===== src/rtl/pattern_scan_pkg.sv =====
// Shared types and default geometry for the serial pattern scanner.
package pattern_scan_pkg;

    typedef enum logic [1:0] {
        StIdle,
        StScan,
        StDone
    } state_e;

    localparam int unsigned DefPatW     = 5;
    localparam int unsigned DefFrameLen = 32;

endpackage


===== src/rtl/pattern_scan_ctrl_if.sv =====
// Configuration, serial-data and result signals of the pattern scanner.
interface pattern_scan_ctrl_if import pattern_scan_pkg::*; #(
    parameter int unsigned PAT_W = DefPatW,
    parameter int unsigned CNT_W = $clog2(DefFrameLen + 1)
);
    logic             cfg_valid;
    logic [PAT_W-1:0] cfg_pattern;
    logic             cfg_ready;
    logic             start;
    logic             bit_valid;
    logic             serial_in;
    logic             busy;
    logic             done;
    logic             match_pulse;
    logic             found;
    logic [CNT_W-1:0] match_count;
    logic [CNT_W-1:0] first_pos;

    modport master (
        output cfg_valid, cfg_pattern, start, bit_valid, serial_in,
        input  cfg_ready, busy, done, match_pulse, found, match_count, first_pos
    );

    modport slave (
        input  cfg_valid, cfg_pattern, start, bit_valid, serial_in,
        output cfg_ready, busy, done, match_pulse, found, match_count, first_pos
    );

endinterface


===== src/rtl/shift_window.sv =====
// PAT_W-bit serial window with saturating fill counter; outputs show the
// window and fill state as they will be once the offered bit is shifted in.
module shift_window import pattern_scan_pkg::*; #(
    parameter int unsigned PAT_W = DefPatW
) (
    input  logic             clk,
    input  logic             reset,
    input  logic             shift_en_i,
    input  logic             clear_i,
    input  logic             bit_i,
    output logic [PAT_W-1:0] window_o,
    output logic             full_o
);
    localparam int unsigned FillW = $clog2(PAT_W + 1);

    logic [PAT_W-1:0] window_q, window_d;
    logic [FillW-1:0] fill_q;
    logic             full_d;

    // The oldest bit falls off on every shift and is never read back.
    logic unused_oldest;
    assign unused_oldest = window_q[0];

    always_comb begin
        window_d = {bit_i, window_q[PAT_W-1:1]};
        full_d   = (fill_q >= FillW'(PAT_W - 1));
    end

    assign window_o = window_d;
    assign full_o   = full_d;

    always_ff @(posedge clk) begin
        if (reset || clear_i) begin
            window_q <= '0;
            fill_q   <= '0;
        end else if (shift_en_i) begin
            window_q <= window_d;
            if (fill_q != FillW'(PAT_W)) begin
                fill_q <= fill_q + FillW'(1);
            end
        end
    end

endmodule


===== src/rtl/pattern_scan_ctrl.sv =====
// Frame-based serial pattern scanner: counts overlapping matches and reports
// the first match position with a one-cycle done pulse at end of frame.
module pattern_scan_ctrl import pattern_scan_pkg::*; #(
    parameter int unsigned PAT_W     = DefPatW,
    parameter int unsigned FRAME_LEN = DefFrameLen,
    parameter int unsigned CNT_W     = $clog2(FRAME_LEN + 1)
) (
    input logic                clk,
    input logic                reset,
    pattern_scan_ctrl_if.slave bus
);
    state_e           state_q;
    logic [PAT_W-1:0] pattern_q;
    logic             loaded_q;
    logic [CNT_W-1:0] bit_idx_q;
    logic [CNT_W-1:0] match_count_q;
    logic [CNT_W-1:0] first_pos_q;
    logic             found_q;
    logic             match_pulse_q;
    logic             done_q;
    logic             busy_q;
    logic             cfg_ready_q;

    logic             accept_bit;
    logic             start_ok;
    logic             is_match;
    logic             last_bit;
    logic [PAT_W-1:0] win_post;
    logic             full_post;

    assign accept_bit = (state_q == StScan) && bus.bit_valid;
    assign start_ok   = (state_q == StIdle) && bus.start && loaded_q;
    assign is_match   = accept_bit && full_post && (win_post == pattern_q);
    assign last_bit   = accept_bit && (bit_idx_q == CNT_W'(FRAME_LEN - 1));

    shift_window #(
        .PAT_W (PAT_W)
    ) u_window (
        .clk        (clk),
        .reset      (reset),
        .shift_en_i (accept_bit),
        .clear_i    (start_ok),
        .bit_i      (bus.serial_in),
        .window_o   (win_post),
        .full_o     (full_post)
    );

    always_ff @(posedge clk) begin
        if (reset) begin
            state_q       <= StIdle;
            pattern_q     <= '0;
            loaded_q      <= 1'b0;
            bit_idx_q     <= '0;
            match_count_q <= '0;
            first_pos_q   <= '0;
            found_q       <= 1'b0;
            match_pulse_q <= 1'b0;
            done_q        <= 1'b0;
            busy_q        <= 1'b0;
            cfg_ready_q   <= 1'b1;
        end else begin
            match_pulse_q <= is_match;
            done_q        <= 1'b0;
            case (state_q)
                StIdle: begin
                    // A pattern offered alongside start is latched; the scan
                    // only launches if a pattern was already loaded.
                    if (bus.cfg_valid && cfg_ready_q) begin
                        pattern_q <= bus.cfg_pattern;
                        loaded_q  <= 1'b1;
                    end
                    if (start_ok) begin
                        state_q       <= StScan;
                        busy_q        <= 1'b1;
                        cfg_ready_q   <= 1'b0;
                        bit_idx_q     <= '0;
                        match_count_q <= '0;
                        first_pos_q   <= '0;
                        found_q       <= 1'b0;
                    end
                end
                StScan: begin
                    if (accept_bit) begin
                        bit_idx_q <= bit_idx_q + CNT_W'(1);
                        if (is_match) begin
                            match_count_q <= match_count_q + CNT_W'(1);
                            found_q       <= 1'b1;
                            if (!found_q) begin
                                first_pos_q <= bit_idx_q;
                            end
                        end
                        if (last_bit) begin
                            state_q <= StDone;
                            busy_q  <= 1'b0;
                            done_q  <= 1'b1;
                        end
                    end
                end
                StDone: begin
                    state_q     <= StIdle;
                    cfg_ready_q <= 1'b1;
                end
                default: begin
                    state_q <= StIdle;
                end
            endcase
        end
    end

    assign bus.cfg_ready   = cfg_ready_q;
    assign bus.busy        = busy_q;
    assign bus.done        = done_q;
    assign bus.match_pulse = match_pulse_q;
    assign bus.found       = found_q;
    assign bus.match_count = match_count_q;
    assign bus.first_pos   = first_pos_q;

endmodule


===== src/flat_wrapper.sv =====
// flat-port wrapper written by rule: the top's interface ports become plain ports
module pattern_scan_ctrl_flat import pattern_scan_pkg::*;
#(
    parameter int unsigned PAT_W     = DefPatW,
    parameter int unsigned FRAME_LEN = DefFrameLen,
    parameter int unsigned CNT_W     = $clog2(FRAME_LEN + 1)
)
  (clk, reset, bus_cfg_valid, bus_cfg_pattern, bus_start, bus_bit_valid, bus_serial_in, bus_cfg_ready, bus_busy, bus_done, bus_match_pulse, bus_found, bus_match_count, bus_first_pos);
  pattern_scan_ctrl_if #(.PAT_W(PAT_W), .CNT_W(CNT_W)) bus_i ();
  input logic clk;
  input logic reset;
  input wire logic [$bits(bus_i.cfg_valid)-1:0] bus_cfg_valid;
  input wire logic [$bits(bus_i.cfg_pattern)-1:0] bus_cfg_pattern;
  input wire logic [$bits(bus_i.start)-1:0] bus_start;
  input wire logic [$bits(bus_i.bit_valid)-1:0] bus_bit_valid;
  input wire logic [$bits(bus_i.serial_in)-1:0] bus_serial_in;
  output wire logic [$bits(bus_i.cfg_ready)-1:0] bus_cfg_ready;
  output wire logic [$bits(bus_i.busy)-1:0] bus_busy;
  output wire logic [$bits(bus_i.done)-1:0] bus_done;
  output wire logic [$bits(bus_i.match_pulse)-1:0] bus_match_pulse;
  output wire logic [$bits(bus_i.found)-1:0] bus_found;
  output wire logic [$bits(bus_i.match_count)-1:0] bus_match_count;
  output wire logic [$bits(bus_i.first_pos)-1:0] bus_first_pos;
  assign bus_i.cfg_valid = bus_cfg_valid;
  assign bus_i.cfg_pattern = bus_cfg_pattern;
  assign bus_i.start = bus_start;
  assign bus_i.bit_valid = bus_bit_valid;
  assign bus_i.serial_in = bus_serial_in;
  assign bus_cfg_ready = bus_i.cfg_ready;
  assign bus_busy = bus_i.busy;
  assign bus_done = bus_i.done;
  assign bus_match_pulse = bus_i.match_pulse;
  assign bus_found = bus_i.found;
  assign bus_match_count = bus_i.match_count;
  assign bus_first_pos = bus_i.first_pos;
  pattern_scan_ctrl #(.PAT_W(PAT_W), .FRAME_LEN(FRAME_LEN), .CNT_W(CNT_W)) u_core (.clk(clk), .reset(reset), .bus(bus_i));
endmodule

===== config.mk =====
export PLATFORM = sky130hd
export DESIGN_NAME = pattern_scan_ctrl_flat
export DESIGN_NICKNAME = d
export VERILOG_FILES = /design/src/rtl/pattern_scan_pkg.sv /design/src/rtl/pattern_scan_ctrl_if.sv /design/src/rtl/shift_window.sv /design/src/rtl/pattern_scan_ctrl.sv /design/src/flat_wrapper.sv
export SDC_FILE = /design/constraint.sdc
export NUM_CORES = 1
export LEC_CHECK = 0
export BUFFER_PORTS_ARGS = -buffer_cell sky130_fd_sc_hd__buf_4
export CAP_MARGIN = 20
export CORE_ASPECT_RATIO = 0.8
export CORE_MARGIN = 3
export CORE_UTILIZATION = 54
export CTS_BUF_LIST = sky130_fd_sc_hd__clkbuf_16
export CTS_CLUSTER_DIAMETER = 30
export DETAILED_ROUTE_END_ITERATION = 8
export GPL_TIMING_DRIVEN = 0
export PLACE_DENSITY = 0.89
export SLEW_MARGIN = 15
export SYNTH_ARGS = -nofsm -noshare
export SYNTH_HDL_FRONTEND = slang
export SYNTH_SLANG_ARGS = --single-unit
export TNS_END_PERCENT = 1

===== constraint.sdc =====
create_clock -name clk -period 4.4 [get_ports clk]
set_input_delay 0.44 -clock clk [delete_from_list [all_inputs] [get_ports clk]]
set_output_delay 0.44 -clock clk [all_outputs]
set_load 0.01 [all_outputs]

**Word level (Yosys, flattened, before mapping)**

Cells that the tools add are included.

- Register bits: 39
- Input bits: 11
- Logic and storage cells: 73

- $add $sub $neg: 3
- $lt $le $gt $ge: 1
- Equal/unequal tests: 10
- Mux-type cells: 24
- Bitwise operators: 2
- Reduce and logical (&&, ||, !) cells: 20

Operator list:

| operator | count |
|---|---|
| $mux 6 | 7 |
| $pmux 6 s2 | 3 |
| $add 6x1->6 const B | 2 |
| $reduce_and 4->1 | 2 |
| $logic_and 1x1->1 | 7 |
| $mux 1 | 7 |
| $eq 6x5->1 const B | 1 |
| $mux 2 | 3 |
| $ne 2x1->1 const B | 3 |
| $pmux 1 s2 | 3 |
| $reduce_and 2->1 | 3 |
| $reduce_and 3->1 | 2 |
| $eq 5x5->1 | 1 |
| $reduce_and 5->1 | 1 |
| $ne 2x2->1 const B | 2 |
| $pmux 2 s2 | 1 |
| $reduce_bool 2->1 | 2 |
| $add 3x1->3 const B | 1 |
| $ge 3x3->1 const B | 1 |
| $ne 3x3->1 const B | 1 |
| $reduce_or 3->1 | 1 |
| $eq 2x1->1 const B | 1 |
| $eq 2x2->1 const B | 1 |
| $logic_not 2->1 | 1 |
| other kinds (2) | 3 |

**Logic depth before layout (Yosys ltp)**

Gate-level depths: netlist of the first run.

- Depth in word-level cells: 7
- Depth in mapped cells: 7
- Gate-level depth less buffers: 5

**By module**

Synthesis of the first run repeated with hierarchy kept, for this count alone.

- Cells, all modules: 211
- Area total of the unflattened synthesis: 1,893.1 um^2

By module, submodules not included:

| module | times used | cells an instance | area each (um^2) |
|---|---|---|---|
| pattern_scan_ctrl | 1 | 177 | 1,526.5 |
| shift_window | 1 | 34 | 366.6 |

**Least setup slack after synthesis of the first run**

OpenSTA, ideal clock, no wires.

- Kind: input to register
- Start point: in bus_bit_valid
- End point: reg u_core.match_count_q[4] (netlist: u_core.bus.match_count[4])
- Setup time: 0.062 ns
- Arrival: 1.859 ns
- Required time: 4.338 ns
- Slack: 2.479 ns
- Cell stages on the path: 7
- Path buffers: 2
- Path through: nand2_2 or2_1 buf_6 or3_4 buf_6 or4_1 nand3_1

- Cells in the longest elaborated chain, start to end: 5
- Elaborated cells between the ends (all ways): 6
- Those cells by class: eq/ne: 2; reduce/logical: 4

Ends and longest elaborated chain:

| what | RTL line | text |
|---|---|---|
| start: declaration | flat_wrapper.sv:15 | `input wire logic [$bits(bus_i.bit_valid)-1:0] bus_bit_valid;` |
| $logic_and 1x1->1 * | pattern_scan_ctrl.sv:31 | `assign accept_bit = (state_q == StScan) && bus.bit_valid;` |
| $logic_and 1x1->1 (2 in a row) | pattern_scan_ctrl.sv:33 | `assign is_match = accept_bit && full_post && (win_post == pattern_q);` |
| $ne 2x1->1 (no source line) | n/a |  |
| $reduce_and 4->1 (no source line) * | n/a |  |
| end signal: assignment | pattern_scan_ctrl.sv:86 | `match_count_q <= match_count_q + CNT_W'(1);` |
| end: declaration | pattern_scan_ctrl.sv:16 | `logic [CNT_W-1:0] match_count_q;` |

Mark *: on every way between the ends. The rest lies on a longest branch, timed or not.
A chain may end at the register's enable or synchronous reset.

**Final worst setup path of the first run**

- Start point: reg u_core.state_q[0]
- End point: reg u_core.match_count_q[4] (netlist: u_core.bus.match_count[4])

- Cells in the longest elaborated chain, start to end: 6
- Elaborated cells between the ends (all ways): 13
- Those cells by class: eq/ne: 4; mux: 1; reduce/logical: 8

Ends and longest elaborated chain:

| what | RTL line | text |
|---|---|---|
| start: declaration | pattern_scan_ctrl.sv:12 | `state_e state_q;` |
| start signal: assignment | pattern_scan_ctrl.sv:50 | `state_q <= StIdle;` |
| start signal: assignment | pattern_scan_ctrl.sv:73 | `state_q <= StScan;` |
| start signal: assignment | pattern_scan_ctrl.sv:93 | `state_q <= StDone;` |
| $eq 2x1->1 | pattern_scan_ctrl.sv:31, pattern_scan_ctrl.sv:64 |  |
| $logic_and 1x1->1 | pattern_scan_ctrl.sv:31 |  |
| $logic_and 1x1->1 (2 in a row) | pattern_scan_ctrl.sv:33 |  |
| $ne 2x1->1 (no source line) | n/a |  |
| $reduce_and 4->1 (no source line) | n/a |  |

Several ways; a longest one is shown, not always the timed one.

==> results of run 1 <==
[area by class of cell]
class	instances	area, sq um	share of cell area (%)
clock inverters	3	12.51	0.6317
repair buffers	27	202.7	10.23
multi-input cells	124	774.5	39.10
plain buffers	7	48.80	2.464
well taps	36	45.04	2.274
clock buffers	5	125.1	6.317
inverters	3	11.26	0.5685
flip-flops and latches	38	760.7	38.41
[worst max-delay path by stage]
stage                       from                         to  slack, ps  cells after the start
3_5_place_dp       bus_bit_valid  u_core.bus.match_count[4]       2300                      8
4_1_cts        u_core.state_q[0]  u_core.bus.match_count[4]       2380                      7
3_3_place_gp       bus_bit_valid  u_core.bus.match_count[4]       2350                      8
5_1_grt        u_core.state_q[0]  u_core.bus.match_count[2]       2250                      6
6_report       u_core.state_q[0]  u_core.bus.match_count[4]       2380                      7
2_1_floorplan      bus_bit_valid  u_core.bus.match_count[4]       2480                      7
[state kept, by name (all words and copies together) (netlist names)]
register and flops:
u_core.bit_idx_q 6, u_core.bus.busy 1, u_core.bus.cfg_ready 1, u_core.bus.done 1, u_core.bus.first_pos 6, u_core.bus.found 1
u_core.bus.match_count 6, u_core.bus.match_pulse 1, u_core.loaded_q 1, u_core.pattern_q 5, u_core.state_q 2, u_core.u_window.fill_q 3
u_core.u_window.window_q 4
[metal layers]
metal / vias to the layer above / wire length [um] / GRT usage (%)
met3: 4 / 184 / 6.571
met5: - / 0 / 0
met2: 45 / 1869 / 43.59
met1: 635 / 1577 / 24.27
met4: 0 / 42 / 8.108
li1: 676 / - / -
[Yosys cell counts, drive strengths merged]
master,count,area share (%)
o311ai,2,1.1
nand2,24,5.8
and3,2,0.78
a21oi,10,3.1
a21o,2,1.0
ha,4,3.1
a22o,6,3.3
or4,1,0.47
o221a,1,0.71
a221o,1,0.63
nand4,4,1.6
nand3b,1,0.47
nand2b,2,0.78
clkbuf,3,0.71
a211oi,3,1.4
nor4,2,1.7
a22oi,1,0.47
nand3,6,1.9
xor2,4,2.2
a32o,1,0.63
xnor2,6,3.3
mux2i,5,3.1
o22ai,1,0.39
nor2,23,5.4
nor3,5,1.6
buf,4,2.4
o211ai,2,0.94
or3,2,1.1
or2b,1,0.47
inv,3,0.71
dfxtp,38,48
and4b,1,0.63
or2,1,0.39
[through the flow]
| stage | area, sq um | hold slack (ps) |
|---|---|---|
| floorplan | 1595 | 449.6 |
| detailed placement | 1843 | 469.5 |
| CTS | 1981 | 395.6 |
| finish | 1981 | 404.9 |
| global placement | 1843 | 451.2 |
| global route | 1981 | 415.6 |
[power groups by stage]
stage | sequential (W) | combinational, W | clock, W
CTS | 0.000359 | 0.0000545 | 0.000336
global route | 0.000360 | 0.0000609 | 0.000346
global placement | 0.000366 | 0.0000513 | 0
detailed placement | 0.000366 | 0.0000539 | 0
floorplan | 0.000365 | 0.0000351 | 0
finish | 0.000359 | 0.0000550 | 0.000331
[cell usage in the layout, fill, tap and decap left out, drive strengths merged, types with 3 or more instances in the layout]
cell type  count
a211oi         3
a21oi         10
a22o           6
buf           31
clkbuf         8
dfxtp         38
ha             4
inv            4
mux2i          5
nand2         24
nand3          6
nand4          4
nor2          23
nor3           5
xnor2          6
xor2           4
[logic make-up (layout without fill, tap and decap cells)]
kind of cell	after synthesis	after routing
flops	38	38
buf+inv	10	45
mux	5	5
simple gates	75	75
fa+ha+maj	4	4
compound gates	30	30
xor+xnor	10	10
[critical path, delay by kind of cell (launching register included)]
family	cells	cell delay, ps
AND/OR/NAND/NOR	5	1260
flip-flops	1	410
buffers and inverters	2	290
==> metrics.cfg, run 1 <==
[critical_path]
reg2reg_slack_ps=2380
critical_path.cell_chain=nand2_2 > or2_1 > buf_6 > or3_4 > buf_6 > or4_1 > nand3_1
cp.required_ps=4620
rr_worst_depth=7
end_kind=register
crit_path_top_delay_cell=or4_1
critPathLaunchType=register
cp_max_fo=9
timing.rr.start=u_core.state_q[0]
cp.arrival_ps=2240
r2r-end=u_core.bus.match_count[4]
cp_common_cell=buf_6
slowest_delay_ps=480
criticalPathCategory=register to register

[floorplan]
die_w_um=66.77
fp.coreArea_sq_um=2623
io_pins=28
start_util_pct=60.83
die_area_sq_um=3647
die_height_um=54.62
fp-row-count=16

[sta]
setup_ws_ps=2383
worst_slew_pin_slew_ps=648.2
setup_tns_ps=0
period_minus_slack_ps=2017
hold_violations=0
skew_ps=5.148
relSlewSlack_pct=56.46
max_freq_ghz=0.4958
setup_viol=0
fin_crit_sh_pct=45.84
rsz0062_at_grt=false
drv_slew=0

[clock_tree]
cts_tree=built
cts.clk_slew.worst_paths_ps=60
cts_resized=0
cts.sinks=38
clock-root-buffer=clkbuf_16
cts_setup_buffers=0
cts_hold_buffers=0
cts_buffer_depth=2
numCtsBuffers=5
cts.htree.levels=2
clkLatencyLatePin_ps=280

[synth]
synth_cell_types=39
syn_area_sq_um=1595
avgSynthCellArea_sq_um=9.275
postSynthCellCount=172
synth-compound-area-share_pct=13.73
synth_adder_area_share_pct=3.137
yosysSeqAreaShare_pct=47.69
synth_top_family_by_area=simple AND/OR/NAND/NOR gates
synth-xor-area-share_pct=5.490
muxShareOfSynthArea_pct=3.137
syn-num-nets=187
synthSimpleGateAreaFrac_pct=23.06
ys_ff_latch=38
yosysWarnings=0

[drt]
drc=0
vias_per_cell=5.597
wl_per_cell_um=15.12
final_antenna_net_count=0
vias=1360
initialDrtViolationCount=63
totalWireLength_mm=3.673
firstDrtPassIters=4

[power_and_ir_drop]
finalPower_w=0.0007455
p_leak_nw=0.8016
switching_share_pct=22.10
p_int_w=0.0005808
ir_worst_vdd_uv=332.2
pwr-share-clk_pct=44.4
p_seq_share_pct=48.2
switching_power_w=0.0001647
power_density_nw_per_um2=376.4
comb_power_share_pct=7.4

[global_routing]
grt_max_degree=12
grt_usage_pct=22.84
grt_pass1_wl_mm=5.982
first_global_vias=1313
antenna_found_initial=0
overflow=0

[placed_design]
port_buffers=27
hpwlAfterDp_mm=2.722
place_ws_ps=2299
dp.cells=235
globalplace.congestion=0.7824

[outcome]
status=complete, no violations

[flow_run]
drv_cap=0

[worst_hold_path]
hp-class=input pin to register
holdPathEnd=u_core.pattern_q[3]
hold_path_depth=3
min_from=bus_cfg_pattern[3]

[finish]
finalNetCount=221
drive_gt1_share_pct=19.81
n_antenna_cell=0
areaGrowthSynthToFinish_pct=24.16
fillerInstances=187
final_cells=243
final_core_util_pct=75.52

Power figures use the tool's default switching activity.
==> inputs of run 2 (changes only) <==
clock period = 2.09 ns   (was 4.4 ns; I/O delays follow)
==> run 2 against run 1 <==
Net effect:
- worst setup slack worse by 2200 ps
- first-iteration DRC count down 6.3%
- sequential share of layout area down 0.058 points
- fmax up 3.2%
- critical endpoint unchanged
==> metrics.cfg, run 2 (same netlist as run 1, synthesis figures left out) <==
[sta]
rsz0062_at_grt=false
period_minus_slack_ps=1954  ; -63.28 ps
fin_crit_sh_pct=93.48  ; +48 points
setup_ws_ps=136.3  ; -2247 ps
skew_ps=5.342  ; +0.1942 ps
drv_slew=0  ; unchanged
max_freq_ghz=0.5119  ; +3.2%
hold_violations=0  ; unchanged
setup_tns_ps=0  ; unchanged
setup_viol=0  ; unchanged
worst_slew_pin_slew_ps=649.4  ; +1.206 ps
relSlewSlack_pct=56.38  ; -0.081 points

[drt]
wl_per_cell_um=15.30  ; +1.2%
initialDrtViolationCount=59  ; -6.3%
vias=1368  ; +0.59%
vias_per_cell=5.630  ; +0.59%
final_antenna_net_count=0  ; unchanged
drc=0  ; unchanged
firstDrtPassIters=4  ; unchanged
totalWireLength_mm=3.718  ; +1.2%

[finish]
areaGrowthSynthToFinish_pct=24.55
finalNetCount=221  ; unchanged
final_common_cell=dfxtp_1
drive_gt1_share_pct=20.77  ; +0.97 points
final_cells=243  ; unchanged
n_antenna_cell=0  ; unchanged
final_cell_mix=dfxtp_1 (37), buf_4 (27), nand2_1 (23), nor2_1 (23), a21oi_1 (10)
final_core_util_pct=75.76  ; +0.24 points

[floorplan]
fp.coreArea_sq_um=2623  ; unchanged
fp-row-count=16  ; unchanged
die_w_um=66.77  ; unchanged
io_pins=28  ; unchanged
die_height_um=54.62  ; unchanged
die_area_sq_um=3647  ; unchanged
start_util_pct=60.83  ; unchanged

[placed_design]
globalplace.congestion=0.7824  ; unchanged
place_ws_ps=82.48  ; -2217 ps
hpwlAfterDp_mm=2.722  ; unchanged
port_buffers=27  ; unchanged
dp.cells=235  ; unchanged

[critical_path]
cp.required_ps=2310  ; -2310 ps
cp_max_fo=9  ; unchanged
crit_path_top_delay_cell=or4_1
critPathBufInv=2  ; unchanged
critical_path.cell_chain=nand2_2 > or2_1 > buf_6 > or3_4 > buf_6 > or4_1 > nand3_1
criticalPathCategory=register to register
rr_worst_depth=7  ; unchanged
critPathLaunchType=register
slowest_delay_ps=480  ; about the same
cp.arrival_ps=2180  ; -60 ps
cp.depth=7  ; unchanged
end_kind=register
cp_common_cell=buf_6
cpLargestDelayFamily=simple AND/OR/NAND/NOR gates

[clock_tree]
cts_buffer_depth=2  ; unchanged
clkLatencyLatePin_ps=280  ; about the same
clock-root-buffer=clkbuf_16
cts_setup_buffers=0  ; unchanged
cts.sinks=38  ; unchanged
cts.clk_slew.worst_paths_ps=50  ; about the same
cts_hold_buffers=0  ; unchanged
cts_resized=0  ; unchanged
cts_tree=built
cts.htree.levels=2  ; unchanged
numCtsBuffers=5  ; unchanged

[global_routing]
first_global_vias=1313  ; unchanged
antenna_found_initial=0  ; unchanged
grt_usage_pct=22.84  ; unchanged
overflow=0  ; unchanged
grt_max_degree=12  ; unchanged
grt_pass1_wl_mm=5.982  ; unchanged

[power_and_ir_drop]
p_leak_nw=0.8021  ; about the same
power_density_nw_per_um2=791.5  ; +110%
finalPower_w=0.001573  ; +110%
ir_worst_vdd_uv=699.8  ; +110%

[outcome]
status=complete, no violations

[worst_hold_path]
hold_path_depth=3  ; unchanged
hp-class=input pin to register

[flow_run]
drv_cap=0  ; unchanged

run 2: metal layers:
layer / track usage (%) / routed length [um] / vias to the layer above
li1: - / - / 676
met1: 24.27 / 1596 / 643
met2: 43.59 / 1868 / 45
met3: 6.571 / 208 / 4
met4: 8.108 / 44 / 0
met5: 0 / 0 / -
run 2: power breakdown:
part / leakage (nW) / internal (W) / switching (W)
Combinational: 0.421 / 0.0000508 / 0.0000660
Clock: 0.0724 / 0.000430 / 0.000269
Sequential: 0.308 / 0.000742 / 0.0000150
run 2: worst reg2reg max path, stage by stage (launching register included):
cell     delay, ps
dfxtp_2        370
nand2_2         80
or2_1          220
buf_6          140
or3_4          360
buf_6          150
or4_1          480
nand3_1         90
run 2: path summary, 6_finish.rpt:
path	start	endpoint	slack (ps)
max	u_core.state_q[0]	u_core.bus.match_count[4]	140
min	bus_cfg_pattern[3]	u_core.pattern_q[3]	170
max reg2reg	u_core.state_q[0]	u_core.bus.match_count[4]	140
min reg2reg	u_core.u_window.window_q[1]	u_core.u_window.window_q[1]	470
run 2: layout make-up:
| cell class | count | area [sq um] |
|---|---|---|
| Buffer | 7 | 48.80 |
| Clock buffer | 5 | 125.1 |
| Clock inverter | 3 | 12.51 |
| Fill cell | 185 | 635.6 |
| Inverter | 3 | 11.26 |
| Multi-Input combinational cell | 124 | 779.5 |
| Sequential cell | 38 | 762.0 |
| Tap cell | 36 | 45.04 |
| Timing Repair Buffer | 27 | 202.7 |
run 2: through the flow:
stage | hold slack [ps] | area (sq um)
floorplan | 345.0 | 1595
finish | 172.0 | 1987
global route | 184.6 | 1987
detailed placement | 449.7 | 1843
global placement | 443.3 | 1843
CTS | 164.6 | 1981
